<file path="config.mk">
export PLATFORM = sky130hd
export DESIGN_NAME = dma2d_flat
export DESIGN_NICKNAME = d
export VERILOG_FILES = /design/src/rtl/dma2d_pkg.sv /design/src/rtl/dma2d_if.sv /design/src/rtl/dma_loop_cnt.sv /design/src/rtl/dma2d.sv /design/src/flat_wrapper.sv
export SDC_FILE = /design/constraint.sdc
export NUM_CORES = 1
export LEC_CHECK = 0
export CORE_MARGIN = 2
export CORE_UTILIZATION = 45
export CTS_CLUSTER_DIAMETER = 60
export CTS_CLUSTER_SIZE = 24
export DETAILED_ROUTE_END_ITERATION = 6
export PLACE_DENSITY = 0.69
export SLEW_MARGIN = 30
export SYNTH_ARGS = -nofsm -noshare
export SYNTH_HDL_FRONTEND = slang
export SYNTH_HIERARCHICAL = 1
export SYNTH_SLANG_ARGS = --single-unit
</file>
<file path="constraint.sdc">
create_clock -name clk -period 2.9 [get_ports clk]
set_input_delay 0.58 -clock clk [delete_from_list [all_inputs] [get_ports clk]]
set_output_delay 0.58 -clock clk [all_outputs]
set_load 0.03 [all_outputs]
</file>
<file path="src/rtl/dma2d_pkg.sv">
// Default widths for the 2-D strided address generator, matching the SRAM address and tag sizes.
package dma2d_pkg;
    localparam int AW_DEF  = 11;
    localparam int IFW_DEF = 8;
    localparam int SZW_DEF = 7;
    localparam int STW_DEF = 5;
    localparam int RW_DEF  = 5;
    localparam int RSW_DEF = 11;
endpackage

</file>
<file path="src/rtl/dma2d_if.sv">
// Command port and beat stream of dma2d. master is the generator side, slave is the requester/consumer side.
interface dma2d_if
    import dma2d_pkg::*;
#(
    parameter int AW  = AW_DEF,
    parameter int IFW = IFW_DEF,
    parameter int SZW = SZW_DEF,
    parameter int STW = STW_DEF,
    parameter int RW  = RW_DEF,
    parameter int RSW = RSW_DEF
) ();
    logic [AW-1:0]  base;
    logic [SZW-1:0] size;
    logic [STW-1:0] step;
    logic [RW-1:0]  rows;
    logic [RSW-1:0] row_stride;
    logic [IFW-1:0] info;
    logic           start_valid;
    logic           start_ready;
    logic [AW-1:0]  s_addr;
    logic [IFW-1:0] s_info;
    logic           s_first;
    logic           s_row_last;
    logic           s_last;
    logic           s_valid;
    logic           s_ready;
    logic           busy;

    modport master (
        input  base, size, step, rows, row_stride, info, start_valid, s_ready,
        output start_ready, s_addr, s_info, s_first, s_row_last, s_last, s_valid, busy
    );

    modport slave (
        output base, size, step, rows, row_stride, info, start_valid, s_ready,
        input  start_ready, s_addr, s_info, s_first, s_row_last, s_last, s_valid, busy
    );
endinterface

</file>
<file path="src/rtl/dma_loop_cnt.sv">
// Loop down-counter with load, decrement and reload-from-shadow; next-is-zero looks at the post-update value.
// Latency: registered count, zero flags combinational; no backpressure of its own (caller gates dec/reload).
module dma_loop_cnt #(
    parameter int W = 7
) (
    input  logic         clk,
    input  logic         rst_n,
    input  logic         load,
    input  logic [W-1:0] load_val,
    input  logic         dec,
    input  logic         reload,
    output logic         zero,
    output logic         nxt_zero
);
    logic [W-1:0] cnt;
    logic [W-1:0] shadow;
    logic [W-1:0] cnt_nxt;

    always_comb begin
        cnt_nxt = cnt;
        if (load) begin
            cnt_nxt = load_val;
        end else if (reload) begin
            cnt_nxt = shadow;
        end else if (dec) begin
            cnt_nxt = cnt - W'(1);
        end
    end

    assign zero     = (cnt == '0);
    assign nxt_zero = (cnt_nxt == '0);

    always_ff @(posedge clk or negedge rst_n) begin
        if (!rst_n) begin
            cnt    <= '0;
            shadow <= '0;
        end else begin
            cnt <= cnt_nxt;
            if (load) begin
                shadow <= load_val;
            end
        end
    end
endmodule

</file>
<file path="src/rtl/dma2d.sv">
// 2-D strided address generator: one command in, (size+1)*(rows+1) beat addresses out with first/row_last/last marks.
// Latency: first beat the cycle after accept, then one beat/cycle; stalls hold all outputs, next command accepted on the last beat.
module dma2d
    import dma2d_pkg::*;
#(
    parameter int AW  = AW_DEF,
    parameter int IFW = IFW_DEF,
    parameter int SZW = SZW_DEF,
    parameter int STW = STW_DEF,
    parameter int RW  = RW_DEF,
    parameter int RSW = RSW_DEF
) (
    input logic      clk,
    input logic      rst_n,
    dma2d_if.master  bus
);
    logic [AW-1:0]  addr_q;
    logic [AW-1:0]  row_base;
    logic [AW-1:0]  step_r;
    logic [AW-1:0]  stride_r;
    logic [IFW-1:0] info_q;
    logic           vld_q;
    logic           first_q;
    logic           row_last_q;
    logic           last_q;

    logic           acc;
    logic           adv;
    logic           col_zero;
    logic           col_nxt_zero;
    logic           row_zero;
    logic           row_nxt_zero;
    logic [AW-1:0]  next_row;

    assign bus.start_ready = ~vld_q | (bus.s_ready & last_q);
    assign acc      = bus.start_valid & bus.start_ready;
    assign adv      = vld_q & bus.s_ready & ~last_q;
    assign next_row = row_base + stride_r;

    // Column counter reloads its shadow (size) at each row end; row counter only steps there.
    dma_loop_cnt #(.W(SZW)) u_col (
        .clk      (clk),
        .rst_n    (rst_n),
        .load     (acc),
        .load_val (bus.size),
        .dec      (adv & ~col_zero),
        .reload   (adv & col_zero),
        .zero     (col_zero),
        .nxt_zero (col_nxt_zero)
    );

    dma_loop_cnt #(.W(RW)) u_row (
        .clk      (clk),
        .rst_n    (rst_n),
        .load     (acc),
        .load_val (bus.rows),
        .dec      (adv & col_zero),
        .reload   (1'b0),
        .zero     (row_zero),
        .nxt_zero (row_nxt_zero)
    );

    always_ff @(posedge clk or negedge rst_n) begin
        if (!rst_n) begin
            addr_q     <= '0;
            row_base   <= '0;
            step_r     <= '0;
            stride_r   <= '0;
            info_q     <= '0;
            vld_q      <= 1'b0;
            first_q    <= 1'b0;
            row_last_q <= 1'b0;
            last_q     <= 1'b0;
        end else if (acc) begin
            addr_q     <= bus.base;
            row_base   <= bus.base;
            step_r     <= AW'(bus.step);
            stride_r   <= AW'(bus.row_stride);
            info_q     <= bus.info;
            vld_q      <= 1'b1;
            first_q    <= 1'b1;
            row_last_q <= col_nxt_zero;
            last_q     <= col_nxt_zero & row_nxt_zero;
        end else if (vld_q & bus.s_ready) begin
            if (last_q) begin
                vld_q      <= 1'b0;
                first_q    <= 1'b0;
                row_last_q <= 1'b0;
                last_q     <= 1'b0;
            end else begin
                first_q    <= 1'b0;
                row_last_q <= col_nxt_zero;
                last_q     <= col_nxt_zero & row_nxt_zero;
                if (!col_zero) begin
                    addr_q <= addr_q + step_r;
                end else begin
                    addr_q   <= next_row;
                    row_base <= next_row;
                end
            end
        end
    end

    assign bus.s_addr     = addr_q;
    assign bus.s_info     = info_q;
    assign bus.s_first    = first_q;
    assign bus.s_row_last = row_last_q;
    assign bus.s_last     = last_q;
    assign bus.s_valid    = vld_q;
    assign bus.busy       = vld_q;
endmodule

</file>
<file path="src/flat_wrapper.sv">
// flat-port wrapper written by rule: the top's interface ports become plain ports
module dma2d_flat import dma2d_pkg::*;
#(
    parameter int AW  = AW_DEF,
    parameter int IFW = IFW_DEF,
    parameter int SZW = SZW_DEF,
    parameter int STW = STW_DEF,
    parameter int RW  = RW_DEF,
    parameter int RSW = RSW_DEF
)
  (clk, rst_n, bus_base, bus_size, bus_step, bus_rows, bus_row_stride, bus_info, bus_start_valid, bus_s_ready, bus_start_ready, bus_s_addr, bus_s_info, bus_s_first, bus_s_row_last, bus_s_last, bus_s_valid, bus_busy);
  dma2d_if #(.AW(AW), .IFW(IFW), .SZW(SZW), .STW(STW), .RW(RW), .RSW(RSW)) bus_i ();
  input logic clk;
  input logic rst_n;
  input wire logic [$bits(bus_i.base)-1:0] bus_base;
  input wire logic [$bits(bus_i.size)-1:0] bus_size;
  input wire logic [$bits(bus_i.step)-1:0] bus_step;
  input wire logic [$bits(bus_i.rows)-1:0] bus_rows;
  input wire logic [$bits(bus_i.row_stride)-1:0] bus_row_stride;
  input wire logic [$bits(bus_i.info)-1:0] bus_info;
  input wire logic [$bits(bus_i.start_valid)-1:0] bus_start_valid;
  input wire logic [$bits(bus_i.s_ready)-1:0] bus_s_ready;
  output wire logic [$bits(bus_i.start_ready)-1:0] bus_start_ready;
  output wire logic [$bits(bus_i.s_addr)-1:0] bus_s_addr;
  output wire logic [$bits(bus_i.s_info)-1:0] bus_s_info;
  output wire logic [$bits(bus_i.s_first)-1:0] bus_s_first;
  output wire logic [$bits(bus_i.s_row_last)-1:0] bus_s_row_last;
  output wire logic [$bits(bus_i.s_last)-1:0] bus_s_last;
  output wire logic [$bits(bus_i.s_valid)-1:0] bus_s_valid;
  output wire logic [$bits(bus_i.busy)-1:0] bus_busy;
  assign bus_i.base = bus_base;
  assign bus_i.size = bus_size;
  assign bus_i.step = bus_step;
  assign bus_i.rows = bus_rows;
  assign bus_i.row_stride = bus_row_stride;
  assign bus_i.info = bus_info;
  assign bus_i.start_valid = bus_start_valid;
  assign bus_i.s_ready = bus_s_ready;
  assign bus_start_ready = bus_i.start_ready;
  assign bus_s_addr = bus_i.s_addr;
  assign bus_s_info = bus_i.s_info;
  assign bus_s_first = bus_i.s_first;
  assign bus_s_row_last = bus_i.s_row_last;
  assign bus_s_last = bus_i.s_last;
  assign bus_s_valid = bus_i.s_valid;
  assign bus_busy = bus_i.busy;
  dma2d #(.AW(AW), .IFW(IFW), .SZW(SZW), .STW(STW), .RW(RW), .RSW(RSW)) u_core (.clk(clk), .rst_n(rst_n), .bus(bus_i));
endmodule
</file>
# [Word level (Yosys, flattened, before mapping)]
# Index checks and enable logic that the tools add are counted.
[totals] ff_bits=69 inputBits=51 out_inout_bits=25 elab_cells=61
[op_classes] n_addsub=4 n_eq_ne=1 mux=24 bitwise=11 reduce_logical=9
[op_table] op="$mux 11" count=8
[op_table] op="$mux 7" count=3
[op_table] op="$logic_not 7->1" count=2
[op_table] op="$add 11x11->11" count=1
[op_table] op="$add 11x5->11" count=1
[op_table] op="$mux 1" count=11
[op_table] op="$mux 5" count=2
[op_table] op="$and 1x1->1" count=7
[op_table] op="$sub 7x1->7 const B" count=1
[op_table] op="$reduce_bool 2->1" count=3
[op_table] op="$logic_not 5->1" count=1
[op_table] op="$sub 5x1->5 const B" count=1
[op_table] op="$reduce_and 2->1" count=2
[op_table] op="$not 1->1" count=3
[op_table] op="$reduce_and 3->1" count=1
[op_table] op="$ne 2x2->1 const B" count=1
[op_table] op="$or 1x1->1" count=1

# [Logic depth before layout (Yosys ltp)]
# Gate-level depths: netlist (run 1).
[logic_depth] ltp_word=11 depth_mapped=14 mapped_depth_nobuf=13

# [By module]
# Netlist (run 1), hierarchy kept.
[modules_own_cells] mod="dma2d" n_inst=1 cells_per_inst=331 area_each_um2=2917.8 seq_area_each_um2=1251.2
[modules_own_cells] mod="dma_loop_cnt at u_core.u_col" n_inst=1 cells_per_inst=82 area_each_um2=787.0 seq_area_each_um2=350.3
[modules_own_cells] mod="dma_loop_cnt at u_core.u_row" n_inst=1 cells_per_inst=48 area_each_um2=539.3 seq_area_each_um2=250.2

# [Worst setup path after synthesis (run 1)]
# No wires, ideal clock.
[synth_timing] kind="register -> register" startpoint="register u_core.u_col.cnt[3]" endpoint="register u_core.row_last_q, in the netlist u_core/bus.s_row_last" setup_time_ps=143 arrival_time_ps=2917 required_ps=2757 path_slack_ps=-160 stages_incl_launch_ff=13 path_buffers=0 synth_period_minus_slack_ps=3060 cell_sequence="dfrtp_1 or4_4 nor3b_1 inv_1 nand3_1 inv_1 and4b_1 a2111oi_0 nor2_1 nand4_1 nor4_2 a211oi_1 a21oi_1"
[synth_between] elab_chain_cells=10 elab_cells_between_ends=12 classes_between="add/sub (1); mux (6); bitwise (3); reduce/logical (2)"
[synth_rtl] element="from (decl)" line_no="dma_loop_cnt.sv:15" rtl="logic [W-1:0] cnt;"
[synth_rtl] element="from (signal assigned)" line_no="dma_loop_cnt.sv:38" rtl="cnt <= cnt_nxt;"
[synth_rtl] element="$logic_not 7->1 *" line_no="dma_loop_cnt.sv:30" rtl="assign zero = (cnt == '0);"
[synth_rtl] element="via u_core.col_zero" line_no="dma2d.sv:29" rtl="logic col_zero;"
[synth_rtl] element="$not 1->1" line_no="dma2d.sv:46" rtl=".dec (adv & ~col_zero),"
[synth_rtl] element="$and 1x1->1" line_no="dma2d.sv:46"
[synth_rtl] element="$mux 7" line_no="dma_loop_cnt.sv:25" rtl="end else if (dec) begin"
[synth_rtl] element="$mux 7 *" line_no="dma_loop_cnt.sv:23" rtl="end else if (reload) begin"
[synth_rtl] element="$mux 7 *" line_no="dma_loop_cnt.sv:21" rtl="if (load) begin"
[synth_rtl] element="$logic_not 7->1 *" line_no="dma_loop_cnt.sv:31" rtl="assign nxt_zero = (cnt_nxt == '0);"
[synth_rtl] element="via u_core.col_nxt_zero" line_no="dma2d.sv:30" rtl="logic col_nxt_zero;"
[synth_rtl] element="$mux 1" line_no="dma2d.sv:85" rtl="if (last_q) begin"
[synth_rtl] element="$mux 1" line_no="dma2d.sv:84" rtl="end else if (vld_q & bus.s_ready) begin"
[synth_rtl] element="$mux 1 *" line_no="dma2d.sv:74" rtl="end else if (acc) begin"
[synth_rtl] element="to (signal assigned)" line_no="dma2d.sv:82" rtl="row_last_q <= col_nxt_zero;"
[synth_rtl] element="to (signal assigned)" line_no="dma2d.sv:92" rtl="row_last_q <= col_nxt_zero;"
[synth_rtl] element="to (decl)" line_no="dma2d.sv:24" rtl="logic row_last_q;"
# The timed path passes the listed nets; every way through them passes the cells marked *. The select of a mux whose other input is x is not followed.
# A chain may end at the register's enable or synchronous reset.

# [Worst setup path after layout (run 1)]
# Same ends and word-level chain as after synthesis.

==> metrics, run 1 <==
Tightest Pin Transition 0.685 ns; DRC 0; Req. time, crit path 3.17 ns; post-route ant nets 0; Register-to-Register Setup Slack 0.13 ns; I/O pin count 76; Routed WL 10700 um; Nets 631; TNS Setup 0 ns; Iter 0 DRT Violations 188; worst vdd ir 437 uV; drt first pass iters 5; Syn. warnings 6; CTS Buf Count 9; Hold WS 0.227 ns; first-pass GRT wire length 18000 um; starting density of the core 46.1%; grt ovf 0; Syn Area/Cell 9.21 um^2; Sink Count 74; Final Hold Vio Count 0; CTS Hold Bufs 0; Via Count 3700; detailed placer's ending HPWL 7690 um; total power 4890 uW; minimum clock period 2.77 ns; CP Class reg2reg; Clk pwr share 16.5%; number of port buffers 75; Pint 2900 uW; Die W 101 um; vias per cell 5.47; status finished, final reports clean; root buffer cell clkbuf_8; synthesized netlist cell count 460; RSZ-0062 raised after global routing true; Hold WC Path Type in2async; TritonCTS clock tree yes; CTS H-Tree Depth 3; GP Congestion 0.918; leak pwr 0.00257 uW; ant diodes 0; worst-path fanout max 6; Routed WL per cell 15.8 um; max_slew headroom 54.4%; final setup fails 0; largest net degree at the start of global routing 75; initial antenna violation count 0; layout cells sized above 1 12.9%; Post-Syn Area 4240 um^2; Area Overhead vs Synth 30.0%; Worst setup EP type register; Filler cells 830; core area 9200 um^2; worst reg2reg path startpoint u_core/u_col/cnt[3]; Slew Limit Fails 0; vias in the first global route 3764; Highest Clock Rate 361 MHz; pwr dens 889 nW/um^2; Final Cycle Share 95.6%; Sw Pwr 2000 uW; worst setup path start u_core/u_col/cnt[3]; Fin Clk Skew 0.0120 ns; Comb pwr share 48.0%; Die H 101 um; Worst setup SP type register; WP data arrival 3.04 ns; clock latency at the later pin of the worst-skew pair 0.35 ns; sw frac 40.8%; die area 10200 um^2; row count 35; Seq pwr share 35.5%; overall routing resource usage 22.2%; max_cap viols 0; worst-case clock buffer depth 2; Worst-path clk slew 0.09 ns
-- per-stage QoR --
| stage | setup WS [ns] | std cells | utilization, % | instance area, um^2 |
|---|---|---|---|---|
| 2_1_floorplan | 0.00775 | 466 | - | 4260 |
| 3_3_place_gp | -0.00653 | 656 | 56.8 | 5220 |
| 3_5_place_dp | -0.115 | 656 | 56.8 | 5220 |
| 4_1_cts | 0.0106 | 673 | 59.2 | 5450 |
| 5_1_grt | -0.0530 | 676 | 59.9 | 5510 |
| 6_report | 0.127 | 676 | 59.9 | 5510 |
-- cell usage in the layout, fill, tap and decap left out, types with 7 or more instances in the layout --
cell type	n
a22oi_1	10
inv_1	19
conb_1	7
clkdlybuf4s50_1	74
nor3_1	8
a31oi_1	7
a21o_1	7
xor2_1	8
a21oi_1	16
xnor2_1	8
buf_4	26
ha_1	18
dfrtp_1	74
nor2_1	14
nand2_1	116
clkbuf_8	9
o21ai_0	20
-- power by group through the flow --
stage	clock [uW]	sequential, uW	combinational [uW]
after detailed placement	0	1750	2260
after CTS	840	1730	2300
after global routing	875	1790	2610
after global placement	0	1740	2190
final	807	1740	2350
after floorplan	0	1890	1390
-- metal layers --
| layer | GRT usage (%) | share of wire, % | vias to the layer above |
|---|---|---|---|
| li1 | - | - | 1815 |
| met1 | 30.7 | 46 | 1778 |
| met2 | 35.9 | 47 | 99 |
| met3 | 4.58 | 5.3 | 8 |
| met4 | 5.51 | 0.87 | 0 |
| met5 | 0 | 0 | - |
-- layout make-up --
cell class                      instances  area [um^2]  area share (%)
Clock buffer                           10          128            2.32
Inverter                               23         88.8            1.61
Clock inverter                          6         65.1            1.18
Multi-Input combinational cell        351         2290            41.5
Timing Repair Buffer                  101          947            17.2
Sequential cell                        74         1850            33.6
Tap cell                              111          139            2.52
-- flip-flops by register name, indices dropped and copies added (netlist names), 5 cells and up --
signal and flops:
u_core/u_row/shadow 5, u_core/bus.s_addr 11, u_core/u_col/cnt 7, u_core/bus.s_info 8, u_core/u_col/shadow 7, u_core/step_r 5
u_core/stride_r 11, u_core/row_base 11, u_core/u_row/cnt 5
-- critical path: stages, from the launching register on --
cell       delay, ns
dfrtp_1         0.39
or4_4           0.57
nor3b_4         0.25
inv_2           0.07
nand3_2         0.10
inv_4           0.06
buf_4           0.15
a211oi_4        0.28
a2111oi_4       0.09
nor2_1          0.10
nand4_1         0.17
nor4_4          0.23
a31oi_1         0.12
a21oi_1         0.13
-- worst paths after layout --
kind,end,cells past startpoint
max,u_core/bus.s_row_last,13
min,u_core/u_row/shadow[1],1
max reg2reg,u_core/bus.s_row_last,13
min reg2reg,u_core/bus.s_info[0],2
max in group asynchronous,u_core/stride_r[5],1
min in group clk,u_core/bus.s_info[0],2
-- timing repair --
| item | CTS | global route |
|---|---|---|
| resized for setup | 5 | 9 |
| setup buffers | 1 | 3 |
| setup endpoints to repair | 1 | 2 |
| gates cloned | 0 | 0 |
| pin swaps | 3 | 8 |
No activity file was read; power rests on OpenSTA's default activity.
==> inputs of run 2 (changes only) <==
--- a/config.mk
+++ b/config.mk
@@ -5,7 +5,8 @@
 export SDC_FILE = /design/constraint.sdc
 export NUM_CORES = 1
 export LEC_CHECK = 0
-export CORE_MARGIN = 2
+export CORE_ASPECT_RATIO = 1.75
+export CORE_MARGIN = 1
 export CORE_UTILIZATION = 45
 export CTS_CLUSTER_DIAMETER = 60
 export CTS_CLUSTER_SIZE = 24
==> metrics, run 2 (same netlist as run 1, synthesis figures left out) <==
Register-to-Register Setup Slack -0.01 ns (-0.14 ns); TNS Setup -0.00978 ns (-0.00978 ns); Sw Pwr 2050 uW (+2.8%); overall routing resource usage 24.0% (+1.8 points); DRC 0 (unchanged); drt first pass iters 6 (+1); CTS H-Tree Depth 3 (unchanged); worst reg2reg path startpoint u_core/u_col/cnt[3]; Tightest Pin Transition 0.696 ns (+0.0117 ns); CTS Hold Bufs 0 (unchanged); Placed Area 5240 um^2 (+0.31%); Hold WC Path Type in2async; Routed WL per cell 16.2 um (+2.9%); Iter 0 DRT Violations 266 (+41%); first-pass GRT wire length 17400 um (-3.1%); root buffer cell clkbuf_16; commonest non-fill, non-tap cell in the layout nand2_1; Final WS setup -0.00978 ns (-0.137 ns); flip-flop and latch area 1850 um^2 (about the same); max_slew headroom 53.6% (-0.78 points); Die W 75.3 um (-25%); core area 9090 um^2 (-1.1%); initial antenna violation count 0 (unchanged); pwr dens 959 nW/um^2 (+7.9%); Fin Clk Skew 0.00629 ns (-0.00569 ns); final setup fails 1 (+1); max_cap viols 0 (unchanged); leak pwr 0.00266 uW (+3.3%); detailed placer's ending HPWL 8010 um (+4.1%); Routed WL 11100 um (+4.3%); vias in the first global route 3744 (-0.53%); largest net degree at the start of global routing 75 (unchanged); Via Count 3778 (+2.1%); GP Congestion 0.924 (+0.71%); ant diodes 0 (unchanged); Finished Layout Cells 685 (+1.3%); Comb pwr share 43.3% (-4.7 points); Worst setup SP type register; worst r2r dst u_core/bus.s_row_last; TritonCTS clock tree yes; CP Class reg2reg; Highest Clock Rate 344 MHz (-4.7%); starting density of the core 46.6% (+0.52 points); Post-Layout Inst Area 5720 um^2 (+3.9%); row count 46 (+31%); status complete, but fails checks; die area 9820 um^2 (-3.8%); vias per cell 5.52 (+0.77%); Clk pwr share 24.9% (+8.4 points); I/O pin count 76 (unchanged); CTS Buf Count 9 (unchanged); post-route ant nets 0 (unchanged); Req. time, crit path 3.16 ns (about the same); worst-case clock buffer depth 2 (unchanged); Final Hold Vio Count 0 (unchanged); Area Overhead vs Synth 35.1%; multi-input logic area 2290 um^2 (+0.33%); Die H 130 um (+29%); grt ovf 0 (unchanged); Hold WS 0.263 ns (+0.0354 ns); Nets 631 (unchanged); RSZ-0062 raised after global routing true; Seq pwr share 31.8% (-3.7 points); number of port buffers 75 (unchanged); Worst setup EP type register; depth of the most critical reg-to-reg path 13 (unchanged); failing checks setup timing; Slew Limit Fails 0 (unchanged); worst-path fanout max 4 (-2); Filler cells 836 (+0.72%); Worst-path clk slew 0.06 ns (-0.03 ns); dpl cells 664 (+1.2%); most frequent cells in the layout nand2_1 (116), clkdlybuf4s50_1 (74), dfrtp_1 (73), buf_4 (23), o21ai_0 (21); minimum clock period 2.91 ns (+0.137 ns); Final Cycle Share 100% (+4.7 points); worst vdd ir 445 uV (+1.7%); clock latency at the later pin of the worst-skew pair 0.34 ns (about the same); layout cells sized above 1 13.5% (+0.53 points); sw frac 37.4% (-3.4 points); Sink Count 74 (unchanged); WP data arrival 3.17 ns (+0.13 ns); Pint 3440 uW (+19%)
[run 2: critical path, cell delays in order (launching register included)]
cell	delay (ns)
dfrtp_1	0.37
or4_4	0.58
nor3b_4	0.30
inv_2	0.08
nand3_2	0.09
inv_2	0.06
buf_6	0.13
a211oi_4	0.27
a2111oi_4	0.06
nor2_1	0.09
nand4_1	0.16
nor4_4	0.38
a31oi_1	0.13
a21oi_1	0.14
[run 2: worst max path at each step]
stage                     slack (ns)                 from                     to
final                          -0.01  u_core/u_col/cnt[3]  u_core/bus.s_row_last
after global routing           -0.19  u_core/u_col/cnt[3]  u_core/bus.s_row_last
after CTS                      0.006  u_core/u_col/cnt[4]  u_core/bus.s_row_last
after detailed placement       -0.10          bus_s_ready  u_core/bus.s_row_last
after global placement         -0.02          bus_s_ready  u_core/bus.s_row_last
after floorplan                0.008  u_core/u_col/cnt[3]  u_core/bus.s_row_last
[run 2: metal layers]
metal,up-vias,global-route usage [%],share of wire [%]
met1,1817,27.8,40
li1,1820,-,-
met5,-,0,0
met4,0,13.4,3.4
met2,111,41.2,53
met3,30,3.94,4.2
[run 2: area by class of cell]
cell class	instances	share of cell area, %
repair buffers	101	16.9
well taps	120	2.62
flip-flops and latches	74	32.4
multi-input cells	351	40.1
inverters	23	1.55
clock inverters	7	2.47
clock buffers	9	3.94
[run 2: stage by stage]
stage          power, uW  utilization [%]  setup WS [ns]
2_1_floorplan       3280                -        0.00775
3_3_place_gp        3970             57.6        -0.0216
3_5_place_dp        4020             57.6         -0.101
4_1_cts             5410             61.7        0.00569
5_1_grt             5840             62.9         -0.191
6_report            5490             62.9       -0.00978
[run 2: power by group through the flow]
stage | Clock (uW) | Sequential [uW] | Combinational [uW]
floorplan | 0 | 1890 | 1390
global placement | 0 | 1740 | 2240
detailed placement | 0 | 1750 | 2270
CTS | 1380 | 1740 | 2290
global route | 1420 | 1790 | 2630
finish | 1370 | 1750 | 2370
[run 2: timing repair]
| item | 4_1_cts | 5_1_grt |
|---|---|---|
| gates resized for setup | 1 | 16 |
| pin swaps | 0 | 12 |
| setup endpoints to repair | 2 | 2 |
| setup buffers | 0 | 5 |
